[src/rtl/isa_pkg.sv]
// isa_pkg: instruction-set constants of the interpolation ASIP, shared by the
// fetch/decode stage, the control unit and the decoder.
//   INSTR_W        instruction width
//   OPC_MSB/LSB    opcode field position (instr[31:27])
//   ALUOP_MSB/LSB  ALU sub-operation field position (instr[2:0])
//   NOP_INSTR      ADD r0,r0,r0 (all-zero word; r0 is hardwired to zero)
//   opcode_e       5-bit major opcodes
package isa_pkg;

  localparam int INSTR_W   = 32;
  localparam int OPC_MSB   = 31;
  localparam int OPC_LSB   = 27;
  localparam int ALUOP_MSB = 2;
  localparam int ALUOP_LSB = 0;

  localparam logic [INSTR_W-1:0] NOP_INSTR = '0;

  typedef enum logic [4:0] {
    OPC_ALU  = 5'b00000,
    OPC_LD   = 5'b00001,
    OPC_ST   = 5'b00010,
    OPC_BE   = 5'b00100,
    OPC_BGT  = 5'b00101,
    OPC_JMP  = 5'b01000,
    OPC_JR   = 5'b01001,
    OPC_CALL = 5'b01010
  } opcode_e;

  function automatic logic [OPC_MSB-OPC_LSB:0] get_opcode(input logic [INSTR_W-1:0] instr);
    return instr[OPC_MSB:OPC_LSB];
  endfunction

  function automatic logic [ALUOP_MSB-ALUOP_LSB:0] get_aluop(input logic [INSTR_W-1:0] instr);
    return instr[ALUOP_MSB:ALUOP_LSB];
  endfunction

endpackage

[src/rtl/pc_reg.sv]
// pc_reg: program counter register and next-PC mux of the fetch stage.
// Ports:
//   clk, rst       clock, synchronous active-high reset
//   hold           keep PC (hazard stall or fetch warm-up)
//   redirect       load word-aligned redirect_pc (wins over hold)
//   redirect_pc    branch/jump target byte address
//   pc             address of the word the ROM returns this cycle
//   pc_next        value loaded into pc at the next edge
module pc_reg
  import isa_pkg::*;
#(
  parameter int              PC_W     = 32,
  parameter logic [PC_W-1:0] RESET_PC = '0
) (
  input  logic            clk,
  input  logic            rst,
  input  logic            hold,
  input  logic            redirect,
  input  logic [PC_W-1:0] redirect_pc,
  output logic [PC_W-1:0] pc,
  output logic [PC_W-1:0] pc_next
);

  always_comb begin
    pc_next = pc + PC_W'(4);
    if (redirect) begin
      // Low two bits of the target are dropped: fetch is always word aligned.
      pc_next = redirect_pc & ~PC_W'(3);
    end else if (hold) begin
      pc_next = pc;
    end
  end

  always_ff @(posedge clk) begin
    if (rst) begin
      pc <= RESET_PC;
    end else begin
      pc <= pc_next;
    end
  end

endmodule

[src/rtl/fetch_decode_stage.sv]
// fetch_decode_stage: IF stage plus IF/ID pipeline register of the
// interpolation ASIP. Holds the PC, addresses the synchronous instruction ROM,
// registers the fetched word and splits the opcode/ALU-op fields for ID.
// Ports:
//   clk, rst                 clock, synchronous active-high reset
//   stall                    hold PC and IF/ID register
//   redirect, redirect_pc    taken branch/jump from EX: load target, flush IF/ID
//   imem_addr, imem_rdata    ROM word address (from next-PC) / data (1-cycle latency)
//   id_instr, id_pc          registered instruction and its PC
//   id_pc_plus4              id_pc+4, CALL link value
//   id_valid                 id_instr is a real instruction, not a bubble
//   id_opcode, id_aluop      instruction fields for the control unit
// Optional build macro IF_PERF_CNT_EN adds perf_fetch_cnt, perf_stall_cnt and
// perf_flush_cnt (32-bit, wrapping, cleared by rst).
module fetch_decode_stage
  import isa_pkg::*;
#(
  parameter int              PC_W     = 32,
  parameter int              INSTR_W  = isa_pkg::INSTR_W,
  parameter int              IMEM_AW  = 10,
  parameter logic [PC_W-1:0] RESET_PC = 32'h0000_0000
) (
  input  logic               clk,
  input  logic               rst,
  input  logic               stall,
  input  logic               redirect,
  input  logic [PC_W-1:0]    redirect_pc,
  output logic [IMEM_AW-1:0] imem_addr,
  input  logic [INSTR_W-1:0] imem_rdata,
  output logic [INSTR_W-1:0] id_instr,
  output logic [PC_W-1:0]    id_pc,
  output logic [PC_W-1:0]    id_pc_plus4,
  output logic               id_valid,
  output logic [4:0]         id_opcode,
  output logic [2:0]         id_aluop
`ifdef IF_PERF_CNT_EN
  ,
  output logic [31:0]        perf_fetch_cnt,
  output logic [31:0]        perf_stall_cnt,
  output logic [31:0]        perf_flush_cnt
`endif
);

  logic [PC_W-1:0]    pc;
  logic [PC_W-1:0]    pc_next;
  logic               fetch_ok;
  logic [INSTR_W-1:0] instr_p1;
  logic [PC_W-1:0]    pc_p1;
  logic               vld_p1;
  logic               unused_pc_bits;

  // Until fetch_ok rises the PC is held, so the ROM word addressed during
  // reset is captured (as a bubble) and then re-read for the first real fetch.
  pc_reg #(
    .PC_W     (PC_W),
    .RESET_PC (RESET_PC)
  ) u_pc_reg (
    .clk         (clk),
    .rst         (rst),
    .hold        (stall | ~fetch_ok),
    .redirect    (redirect),
    .redirect_pc (redirect_pc),
    .pc          (pc),
    .pc_next     (pc_next)
  );

  // IF: ROM is addressed with the next PC so its data lines up with pc.
  assign imem_addr      = rst ? RESET_PC[IMEM_AW+1:2] : pc_next[IMEM_AW+1:2];
  assign unused_pc_bits = ^{pc_next[PC_W-1:IMEM_AW+2], pc_next[1:0]};

  always_ff @(posedge clk) begin
    if (rst) begin
      fetch_ok <= 1'b0;
      instr_p1 <= NOP_INSTR;
      pc_p1    <= RESET_PC;
      vld_p1   <= 1'b0;
    end else begin
      fetch_ok <= 1'b1;
      if (redirect) begin
        instr_p1 <= NOP_INSTR;
        vld_p1   <= 1'b0;
      end else if (!stall) begin
        instr_p1 <= imem_rdata;
        pc_p1    <= pc;
        vld_p1   <= fetch_ok;
      end
    end
  end

  // ID: field slices of the IF/ID register.
  assign id_instr    = instr_p1;
  assign id_pc       = pc_p1;
  assign id_valid    = vld_p1;
  assign id_pc_plus4 = pc_p1 + PC_W'(4);
  assign id_opcode   = get_opcode(instr_p1);
  assign id_aluop    = get_aluop(instr_p1);

`ifdef IF_PERF_CNT_EN
  always_ff @(posedge clk) begin
    if (rst) begin
      perf_fetch_cnt <= '0;
      perf_stall_cnt <= '0;
      perf_flush_cnt <= '0;
    end else begin
      if (redirect) begin
        perf_flush_cnt <= perf_flush_cnt + 32'd1;
      end else if (stall) begin
        perf_stall_cnt <= perf_stall_cnt + 32'd1;
      end else if (fetch_ok) begin
        perf_fetch_cnt <= perf_fetch_cnt + 32'd1;
      end
    end
  end
`endif

endmodule

[config.mk]
export PLATFORM = sky130hd
export DESIGN_NAME = fetch_decode_stage
export DESIGN_NICKNAME = d
export VERILOG_FILES = /design/src/rtl/isa_pkg.sv /design/src/rtl/pc_reg.sv /design/src/rtl/fetch_decode_stage.sv
export SDC_FILE = /design/constraint.sdc
export NUM_CORES = 1
export LEC_CHECK = 0
export BUFFER_PORTS_ARGS = -buffer_cell sky130_fd_sc_hd__buf_2
export CAP_MARGIN = 20
export CORE_MARGIN = 5
export CORE_UTILIZATION = 45
export CTS_CLUSTER_DIAMETER = 60
export CTS_CLUSTER_SIZE = 12
export DETAILED_ROUTE_END_ITERATION = 7
export PLACE_DENSITY = 0.81
export SLEW_MARGIN = 30
export SYNTH_ARGS = -nofsm -noshare
export SYNTH_HDL_FRONTEND = slang
export SYNTH_SLANG_ARGS = --single-unit
[constraint.sdc]
create_clock -name clk -period 1.94 [get_ports clk]
set_input_delay 0.194 -clock clk [delete_from_list [all_inputs] [get_ports clk]]
set_output_delay 0.194 -clock clk [all_outputs]
set_load 0.03 [all_outputs]
; ---- Word-level counts from Yosys, hierarchy flattened
; Index checks and enable logic that the tools add are counted.
[op_classes]
addsub = 2
n_eq_ne = 1
muxes = 4
bitwise = 4
n_reduce_logical = 2
[op_table]
columns = operator, n
row1 = $add A32 B3 Y32 const B, 2
row2 = $mux W32, 2
row3 = $mux W10, 1
row4 = $not A1 Y1, 3
row5 = $ne A2 B2 Y1 const B, 1
row6 = $reduce_and A2 Y1, 1
row7 = $reduce_or A2 Y1, 1
row8 = $mux W1, 1
row9 = $or A1 B1 Y1, 1
[totals]
reg_bits = 98
inputBits = 68
output_inout_bits = 115

; ---- Logic depth before layout (Yosys ltp)
; Gate-level depths: netlist of the first run.
[depth]
depth_word = 5
mapped_depth = 6
ltp_nobuf = 5

; ---- Hierarchy
; Synthesis of the first run repeated with hierarchy kept, for this count alone.
[hier_totals]
hier_cells = 638
area_unflattened_um2 = 5161.2
[modules_own_cells]
columns = mod, n_inst, cells_each, area_each_um2
row1 = fetch_decode_stage, 1, 361, 3051.7
row2 = pc_reg, 1, 277, 2109.5

; ---- Worst setup path after synthesis of the first run
; OpenSTA, ideal clock, no wires.
[synth_path]
path_kind = register to output
from = reg pc_p1[9], in the netlist id_pc[9]
to = out id_pc_plus4[19]
t_arrival_ns = 2.346
required_time_ns = 1.746
slack_ns = -0.600
stages_incl_launch_ff = 5
n_path_buf = 0
cell_sequence = dfxtp_1 nand4_1 nor4_1 nand4_1 xnor2_1
[synth_via]
elab_chain_cells = 1
[synth_lines]
columns = item, line_no
row1 = "start, declared", fetch_decode_stage.sv:48  ; logic [PC_W-1:0] pc_p1;
row2 = "start signal, assigned", fetch_decode_stage.sv:84  ; pc_p1 <= pc;
row3 = $add A32 B3 Y32, fetch_decode_stage.sv:94  ; assign id_pc_plus4 = pc_p1 + PC_W'(4);
row4 = "end, declared", fetch_decode_stage.sv:32  ; output logic [PC_W-1:0] id_pc_plus4,
; No other way between the ends.

; ---- Worst setup path in the final report of the first run
[layout_path]
from = reg pc_p1[12], in the netlist id_pc[12]
to = out id_pc_plus4[22]
; Same word-level chain as after synthesis.

==> impl_metrics.yaml, run 1 <==
sta:
  max_freq_mhz: 445
  rsz0062_at_grt: "true"
  worst_slack_ns: -0.308
  hold_ws_ns: 0.0629
  fin_skew_ns: 0.0123
  worstMarginPinSlew_ns: 0.564
  hold_viol_final: 0
  min_period_ns: 2.25
  setup_violations: 22
  post-route-period-util_pct: 116
  relSlewSlack_pct: 62.4
  slew_violations: 0
floorplanning:
  die_y_um: 113
  ios: 183
  rows: 37
  start_util_pct: 46.0
  die_area_mm2: 0.0127
  die_x_um: 113
  core_area_mm2: 0.0103
worst_setup_path:
  required_ns: 1.75
  worstReg2RegEnd: "u_pc_reg.pc[19]$_SDFFE_PP0P_"
  reg2reg_slack_ns: -0.02
  crit_type: "reg -> out"
  cp_max_fo: 3
  start_kind: "register"
  ff2ff_path_depth: 5
  cp.arrival_ns: 2.05
  end_kind: "output port"
  rr_startpoint: "u_pc_reg.pc[3]$_SDFF_PP0_"
placed_design:
  hpwlAfterDp_um: 10800
  place_area_mm2: 0.00621
  gp_congestion: 0.836
  port_buffers: 176
  dpl.cell_count: 890
power_and_ir_drop:
  power_density_mw_per_mm2: 584
  peakVddDrop_mv: 0.345
  p_leak_nw: 3.28
cts:
  worstSkewPairLatency_ns: 0.37
  clockBufferDepth: 2
  cts_hold_buf: 0
  cts-root-buf: "clkbuf_8"
  htreeDepth: 3
  cts.sinks: 94
  cts_tree: "yes"
  clk_pin_slew_ns: 0.10
  cts_buffers: 9
grt:
  met2_usage_pct: 38.2
  grt_remaining_overflow: 0
  grt_pass1_vias: 5009
  busiest_layer: "met2"
  grt_antenna_before_repair: 0
  grt_first_pass_wirelength_um: 24000
  grtUsageMet3_pct: 5.51
  globalRouteMet1Util_pct: 27.7
  track_usage_pct: 22.8
  grt_max_degree: 41
yosys:
  synth_area_leader_cell: "dfxtp_1"
  yosysWarnings: 0
  synth_ff_type: "dfxtp_1"
  synth-seq-cells: 94
  syn_avg_cell_area_um2: 8.25
  ys_async_sr_fraction_pct: 0
  netlist.area_leader.share_pct: 39.6
  postSynthCellCount: 576
  yosysSeqAreaShare_pct: 39.6
  ys_top_cells_by_area: "dfxtp_1 (40%), nand2_1 (6.9%), mux2i_1 (6.7%)"
  syn_area_mm2: 0.00475
  synth-edff-count: 0
  ys_types: 53
finish:
  fin_nets: 859
  layout_common_cells: "buf_2 (143), nand2_1 (84), buf_4 (73), dfxtp_1 (68), nor2_1 (54)"
  final_cell_area_mm2: 0.00707
  final_common_cell: "buf_2"
  area_growth_pct: 48.8
  largest_reg_flops: 32
  diodes: 0
  drive_above_1_share_pct: 44.8
  layout.cells.non_filler: 930
routing:
  drtIter0Drc: 344
  vias: 5190
  post_drt_wl_per_cell_um: 16.8
  wl_um: 15600
  ant_nets: 0
  drt_pass1_iterations: 5
  drc_errors: 0
  via_per_inst: 5.58
flow_run:
  maxCapViolations: 0
min_path:
  min_path_type: "in -> reg"
  worst_hold_path.endpoint: "id_instr[3]$_SDFFE_PP0N_"
  whs_path_depth: 3
  worstHoldStart: "imem_rdata[3]"
status:
  status: "finished with violations"
  violations: "setup timing"
[repair_timing]
item | CTS | global route
resized for setup | 86 | 49
buffers inserted | 16 | 9
endpoints found under the setup margin | 33 | 41
pin swaps | 25 | 23
[report_power, final]
group | leakage, nW | total, mW | switching, mW | internal, mW
clock | 0.0906 | 1.22 | 0.740 | 0.482
sequential | 0.784 | 2.11 | 0.103 | 2.01
combinational | 2.41 | 0.794 | 0.474 | 0.320
[how the worst max path moves through the flow]
stage                      startpoint         endpoint  slack, ns  cells after the start
6_report       id_pc[12]$_SDFFE_PP0P_  id_pc_plus4[22]      -0.31                      8
5_1_grt        id_pc[12]$_SDFFE_PP0P_  id_pc_plus4[22]      -0.43                      8
4_1_cts         id_pc[2]$_SDFFE_PP0P_  id_pc_plus4[31]      -0.37                      6
3_5_place_dp    id_pc[2]$_SDFFE_PP0P_  id_pc_plus4[28]     -0.002                      7
3_3_place_gp    id_pc[2]$_SDFFE_PP0P_  id_pc_plus4[28]       0.04                      7
2_1_floorplan  id_pc[17]$_SDFFE_PP0P_  id_pc_plus4[25]      0.003                      5
[through the flow]
step / worst slack, ns / setup TNS [ns] / power (mW) / util [%]
3_3_place_gp: 0.0436 / 0 / 2.84 / 60.1
5_1_grt: -0.434 / -6.92 / 4.31 / 68.5
3_5_place_dp: -0.00176 / -0.00176 / 2.87 / 60.1
2_1_floorplan: 0.00305 / 0 / 2.62 / -
4_1_cts: -0.373 / -4.14 / 4.13 / 65.9
6_report: -0.308 / -4.06 / 4.13 / 68.5
[final cells by class]
type                       count  area (um^2)
clock buffer                   9          124
clock inverter                 7         56.3
fill                         770         3260
inverter                      14         52.6
multi-input combinational    424         3100
sequential                    94         1940
tap                          136          170
timing repair buffer         246         1620
[critical path: stages (launching register included)]
cell,delay [ns]
dfxtp_4,0.37
nand4_1,0.09
buf_6,0.15
buf_12,0.12
nor4_4,0.22
buf_4,0.19
nand4_1,0.21
xnor2_4,0.20
buf_6,0.15
[metal layers]
layer	vias up	part of all wire (%)
li1	2453	-
met5	-	0
met4	0	2.6
met2	292	50
met3	40	9.5
met1	2405	38
[cell usage after synthesis (2+ instances only)]
library cell  instances
nor3_1                7
nor2b_1               2
xor2_1                9
and3_1               10
nor2_1               58
a21oi_1              44
nand3_1              19
o211ai_1              3
a31oi_1               6
a31o_2                2
mux2i_1              32
and2_1                5
o21ai_0               8
a2111oi_0             2
a221oi_1              3
buf_4                12
clkbuf_1             29
nand4_1              20
buf_1                 4
inv_1                14
dfxtp_1              94
o211a_1               4
nor4_1                6
nand3b_1              3
a211oi_1             15
and4_1               12
a311oi_1              5
xnor2_1              30
nand2_1              87
ha_1                  2
or3_1                 4
nor4_2                2
o221ai_1              3
[kinds of logic (layout without fill, tap and decap cells)]
family	count (synthesis)	in the layout	share of synthesized area, %
simple gates	247	247	26.2
compound gates	100	100	13.6
flops	94	94	39.6
buf+inv	61	276	5.95
xor+xnor	39	39	7.19
mux	32	32	6.74
fa+ha+maj	2	2	0.527
other cells	1	4	0.0790
(Power assumes the default switching activity.)
==> inputs of run 2 (changes only) <==
--- a/config.mk
+++ b/config.mk
@@ -5,13 +5,14 @@
 export SDC_FILE = /design/constraint.sdc
 export NUM_CORES = 1
 export LEC_CHECK = 0
-export BUFFER_PORTS_ARGS = -buffer_cell sky130_fd_sc_hd__buf_2
+export BUFFER_PORTS_ARGS = -buffer_cell sky130_fd_sc_hd__clkbuf_2
 export CAP_MARGIN = 20
 export CORE_MARGIN = 5
 export CORE_UTILIZATION = 45
 export CTS_CLUSTER_DIAMETER = 60
 export CTS_CLUSTER_SIZE = 12
 export DETAILED_ROUTE_END_ITERATION = 7
+export MAX_ROUTING_LAYER = met4
 export PLACE_DENSITY = 0.81
 export SLEW_MARGIN = 30
 export SYNTH_ARGS = -nofsm -noshare
==> run 2 against run 1 <==
Net effect:
- the flow still finishes with violations (setup timing)
- fmax fell by 4.2%
- combinational power is 2.5% higher
- die area unchanged
- critical path depth decreased by 1
- final cell count rose by 0.65%
- sequential power about the same
- sequential share of layout area shrank 0.78 points
- critical endpoint is now id_pc_plus4[31]
==> impl_metrics.yaml, run 2 (synthesized netlist as in run 1, its figures left out) <==
routing:
  vias: 5207
  wl_um: 16200
  via_per_inst: 5.56
  ant_nets: 0
  drt_pass1_iterations: 5
  drc_errors: 0
  post_drt_wl_per_cell_um: 17.3
  drtIter0Drc: 388
power_and_ir_drop:
  pwr-share-seq_pct: 48.9
  power_switching_mw: 1.31
  power_mw: 4.33
  p_int_mw: 3.02
  clockPowerShare_pct: 32.3
  power_density_mw_per_mm2: 599
  power_frac_comb_pct: 18.8
  peakVddDrop_mv: 0.422
  switching_share_pct: 30.3
  p_leak_nw: 3.33
finish:
  fin_nets: 865
  drive_above_1_share_pct: 45.8
  area_growth_pct: 52.2
  layout_common_cells: "clkbuf_2 (143), nand2_1 (83), dfxtp_1 (68), buf_4 (67), nor2_1 (53)"
  diodes: 0
  largest_reg_flops: 32
  final_common_cell: "clkbuf_2"
placed_design:
  gp_congestion: 0.898
  hpwlAfterDp_um: 10800
  port_buffers: 176
  place_ws_ns: -0.0191
flow_run:
  maxCapViolations: 0
worst_setup_path:
  reg2reg_slack_ns: 0.02
  cp.arrival_ns: 2.15
  ff2ff_path_depth: 5
  end_kind: "output port"
  start_kind: "register"
  setup.worst_path.start: "id_pc[9]$_SDFFE_PP0P_"
  cp_top_family: "simple AND/OR/NAND/NOR gates"
  critPathBufInv: 3
  cp_slowest_cell: "nor4_4"
  crit_type: "reg -> out"
  cp_max_fo: 5
  rr_startpoint: "u_pc_reg.pc[4]$_SDFF_PP0_"
  slowest_delay_ns: 0.38
  cp-endpoint: "id_pc_plus4[31]"
  worstReg2RegEnd: "u_pc_reg.pc[19]$_SDFFE_PP0P_"
  crit_cells: 7
  crit_chain: "nand4_1 -> buf_6 -> nor4_4 -> buf_6 -> nand4_1 -> xnor2_2 -> clkbuf_8"
  required_ns: 1.75
floorplanning:
  die_area_mm2: 0.0127
  start_util_pct: 46.0
  core_area_mm2: 0.0103
  ios: 183
  die_y_um: 113
  die_x_um: 113
  rows: 37
sta:
  max_freq_mhz: 426
  worst_slack_ns: -0.405
  slew_violations: 0
  hold_viol_final: 0
  min_period_ns: 2.35
  worstMarginPinSlew_ns: 0.581
  rsz0062_at_grt: "true"
  fin_skew_ns: 0.0160
  relSlewSlack_pct: 61.3
  post-route-period-util_pct: 121
  setup_violations: 23
cts:
  cts_hold_buf: 0
  clk_pin_slew_ns: 0.10
  htreeDepth: 3
  clockBufferDepth: 2
  worstSkewPairLatency_ns: 0.37
  cts_tree: "yes"
  cts-root-buf: "clkbuf_8"
  cts.sinks: 94
  cts_buffers: 9
status:
  status: "finished with violations"
  violations: "setup timing"
grt:
  grt_first_pass_wirelength_um: 24300
  grt_pass1_vias: 5116
  grt_max_degree: 65
  grt_antenna_before_repair: 0
  track_usage_pct: 23.6
  grt_remaining_overflow: 0
min_path:
  min_path_type: "in -> reg"
==> run 2: changes by cell type in the layout (fill, tap and decap cells not counted), sizes merged <==
cell,previous run,this run
clkinv,3,4
clkinvlp,1,0
bufinv,0,1
clkbuf,9,172
buf,246,90
inv,17,15
==> run 2: power groups by stage <==
stage | Sequential (mW) | Clock (mW) | Combinational [mW]
after floorplan | 2.22 | 0 | 0.397
after global placement | 2.14 | 0 | 0.710
after detailed placement | 2.15 | 0 | 0.729
after CTS | 2.11 | 1.41 | 0.775
after global routing | 2.13 | 1.51 | 0.868
final | 2.12 | 1.40 | 0.814
==> run 2: worst min-delay path by stage <==
stage / startpoint / to / slack [ns] / depth (start not counted)
after floorplan: redirect_pc[2] / u_pc_reg.pc[2]$_SDFF_PP0_ / 0.33 / 1
after global placement: imem_rdata[12] / id_instr[12]$_SDFFE_PP0N_ / 0.42 / 3
after detailed placement: imem_rdata[11] / id_instr[11]$_SDFFE_PP0N_ / 0.43 / 3
after CTS: imem_rdata[11] / id_instr[11]$_SDFFE_PP0N_ / 0.05 / 3
after global routing: imem_rdata[30] / id_instr[30]$_SDFFE_PP0N_ / 0.06 / 3
final: imem_rdata[13] / id_instr[13]$_SDFFE_PP0N_ / 0.06 / 3
==> run 2: metrics by stage <==
step / cell area [um^2] / hold WS [ns] / util (%) / std cells / setup TNS (ns)
2_1_floorplan: 5030 / 0.332 / - / 579 / 0
3_3_place_gp: 6240 / 0.423 / 60.5 / 893 / 0
3_5_place_dp: 6240 / 0.435 / 60.5 / 893 / -0.0191
4_1_cts: 6930 / 0.0484 / 67.1 / 924 / -4.28
5_1_grt: 7230 / 0.0629 / 70.0 / 936 / -7.40
6_report: 7230 / 0.0585 / 70.0 / 936 / -4.83
==> run 2: layout make-up <==
class	instances	area (um^2)
sequential	94	1930
inverter	14	52.6
clock buffer	10	149
tap	136	170
clock inverter	6	66.3
fill	716	3100
multi-input combinational	424	3100
timing repair buffer	252	1760
==> run 2: layer usage <==
metal / GRT usage (%) / vias up / routed length (um) / share of wire [%]
met1: 27.4 / 2433 / 6190 / 38
met5: - / - / 0 / 0
met2: 40.5 / 274 / 8120 / 50
li1: - / 2461 / - / -
met3: 4.81 / 39 / 1370 / 8.5
met4: 8.57 / 0 / 473 / 2.9
==> run 2: worst min-delay path, delay by kind of cell <==
kind,cells,cell delay [ns]
buf+inv,1,0.08
mux,1,0.05
simple gates,1,0.07
==> run 2: timing repair <==
item                       4_1_cts  5_1_grt
cloned                           0        0
setup endpoints to repair       30       41
resized for setup               86       66
setup buffers                   16       15
pin swaps                       23       25
==> inputs of run 3 (changes only) <==
--- a/config.mk
+++ b/config.mk
@@ -8,12 +8,12 @@
 export BUFFER_PORTS_ARGS = -buffer_cell sky130_fd_sc_hd__clkbuf_2
 export CAP_MARGIN = 20
 export CORE_MARGIN = 5
-export CORE_UTILIZATION = 45
+export CORE_UTILIZATION = 49
 export CTS_CLUSTER_DIAMETER = 60
 export CTS_CLUSTER_SIZE = 12
 export DETAILED_ROUTE_END_ITERATION = 7
 export MAX_ROUTING_LAYER = met4
-export PLACE_DENSITY = 0.81
+export PLACE_DENSITY = 0.84
 export SLEW_MARGIN = 30
 export SYNTH_ARGS = -nofsm -noshare
 export SYNTH_HDL_FRONTEND = slang
==> constraint.sdc (replaced) <==
create_clock -name clk -period 2.4 [get_ports clk]
set_input_delay 0.24 -clock clk [delete_from_list [all_inputs] [get_ports clk]]
set_output_delay 0.24 -clock clk [all_outputs]
set_load 0.03 [all_outputs]
==> run 3 against run 2 <==
Net effect:
- the flow now finishes without violations
- core utilization down 7.8 points
- count of clock-buffer cells in the layout unchanged
- power down 25%
- sequential power down 19%
- die area down 7.5%
- combinational power down 36%
- largest cell class unchanged
- largest power group unchanged
- highest routed layer unchanged
==> impl_metrics.yaml, run 3 (synthesized netlist as in run 1, its figures left out) <==
cts:
  clockBufferDepth: 2
  cts-root-buf: "clkbuf_8"
  cts_hold_buf: 0
  worstSkewPairLatency_ns: 0.36
  clk_pin_slew_ns: 0.09
  htreeDepth: 3
  cts_buffers: 9
  cts_tree: "yes"
  cts.sinks: 94
grt:
  met2_usage_pct: 34.4
  track_usage_pct: 22.5
  grt_max_degree: 65
  grt_pass1_vias: 4425
  grtUsageMet3_pct: 4.84
  grt_first_pass_wirelength_um: 20700
  grt_antenna_before_repair: 0
  globalRouteMet1Util_pct: 29.2
  busiest_layer: "met2"
  grt_remaining_overflow: 0
sta:
  max_freq_mhz: 435
  tns_ns: 0
  relSlewSlack_pct: 64.5
  min_period_ns: 2.30
  post-route-period-util_pct: 95.9
  hold_viol_final: 0
  fin_skew_ns: 0.0166
  setup_violations: 0
  worstMarginPinSlew_ns: 0.533
  slew_violations: 0
  rsz0062_at_grt: "false"
worst_setup_path:
  end_kind: "output port"
  required_ns: 2.16
  setup.worst_path.start: "u_pc_reg.pc[2]$_SDFF_PP0_"
  rr_startpoint: "u_pc_reg.pc[6]$_SDFF_PP0_"
  crit_type: "reg -> out"
  worstReg2RegEnd: "u_pc_reg.pc[19]$_SDFFE_PP0P_"
  ff2ff_path_depth: 5
  cp.arrival_ns: 2.06
  cp-endpoint: "imem_addr[6]"
  reg2reg_slack_ns: 0.32
  start_kind: "register"
  cp_max_fo: 6
routing:
  vias: 4731
  via_per_inst: 5.41
  wl_um: 13100
  drc_errors: 0
  post_drt_wl_per_cell_um: 15.0
  drtIter0Drc: 270
  ant_nets: 0
  drt_pass1_iterations: 5
finish:
  area_growth_pct: 25.7
  layout.cells.non_filler: 874
  fillCellCount: 881
  fin_nets: 806
  largest_reg_flops: 32
  final_common_cell: "clkbuf_2"
  drive_above_1_share_pct: 32.3
  final_cell_area_mm2: 0.00597
  diodes: 0
  layout_common_cells: "clkbuf_2 (172), nand2_1 (86), dfxtp_1 (82), nor2_1 (58), a21oi_1 (44)"
floorplanning:
  ios: 183
  rows: 36
  die_x_um: 108
  die_area_mm2: 0.0118
  core_area_mm2: 0.00959
  die_y_um: 108
  start_util_pct: 49.5
power_and_ir_drop:
  power_density_mw_per_mm2: 543
  p_leak_nw: 2.66
  peakVddDrop_mv: 0.354
min_path:
  min_path_type: "in -> reg"
  worstHoldStart: "imem_rdata[23]"
placed_design:
  dpl.cell_count: 857
  place_area_mm2: 0.00573
  port_buffers: 176
  hpwlAfterDp_um: 9620
  gp_congestion: 0.859
flow_run:
  maxCapViolations: 0
status:
  status: "complete, no violations"
[run 3: metal layers]
| layer | part of all wire (%) | wire (um) |
|---|---|---|
| met5 | 0 | 0 |
| met4 | 1.5 | 202 |
| met3 | 8.0 | 1050 |
| met2 | 46 | 6060 |
| met1 | 44 | 5770 |
[run 3: timing repair]
item                       4_1_cts  5_1_grt
setup buffers                    0        1
setup endpoints to repair        2       18
gates resized for setup          3       22
pin swaps                        0        1
[run 3: worst min path at each step]
stage / endpoint / depth (start not counted)
final: id_instr[23]$_SDFFE_PP0N_ / 3
after global routing: id_instr[0]$_SDFFE_PP0N_ / 3
after CTS: id_instr[23]$_SDFFE_PP0N_ / 3
after detailed placement: id_valid$_SDFFE_PP0N_ / 2
after global placement: id_valid$_SDFFE_PP0N_ / 2
after floorplan: u_pc_reg.pc[2]$_SDFF_PP0_ / 1
[run 3: report_power, final]
part | switching [mW] | internal [mW] | leakage, nW
combinational | 0.334 | 0.189 | 1.79
clock | 0.580 | 0.422 | 0.0956
sequential | 0.0881 | 1.63 | 0.775
total | 1.00 | 2.24 | 2.66
[run 3: cell type report]
cell class              count  area (um^2)  area share [%]
multi-input cells         424         2620            43.9
clock buffers              10          138            2.31
inverters                  14         52.6           0.880
well taps                 133          166            2.79
clock inverters             6         50.0           0.838
repair buffers            193         1040            17.4
flip-flops and latches     94         1900            31.8
[run 3: through the flow]
stage                     setup slack, ns  power (mW)  hold WS, ns  util (%)
final                              0.0988        3.24        0.105      62.2
after floorplan                   -0.0210        2.09        0.378         -
after global routing              0.00319        3.41       0.0875      62.2
after global placement              0.402        2.25        0.455      59.7
after detailed placement            0.385        2.27        0.458      59.7
after CTS                         0.00433        3.27       0.0894      61.7
[run 3: critical path, cell delays in order (launching register included)]
cell,delay [ns]
dfxtp_2,0.39
ha_1,0.21
nand3b_1,0.12
or3_2,0.44
a311oi_1,0.32
buf_4,0.22
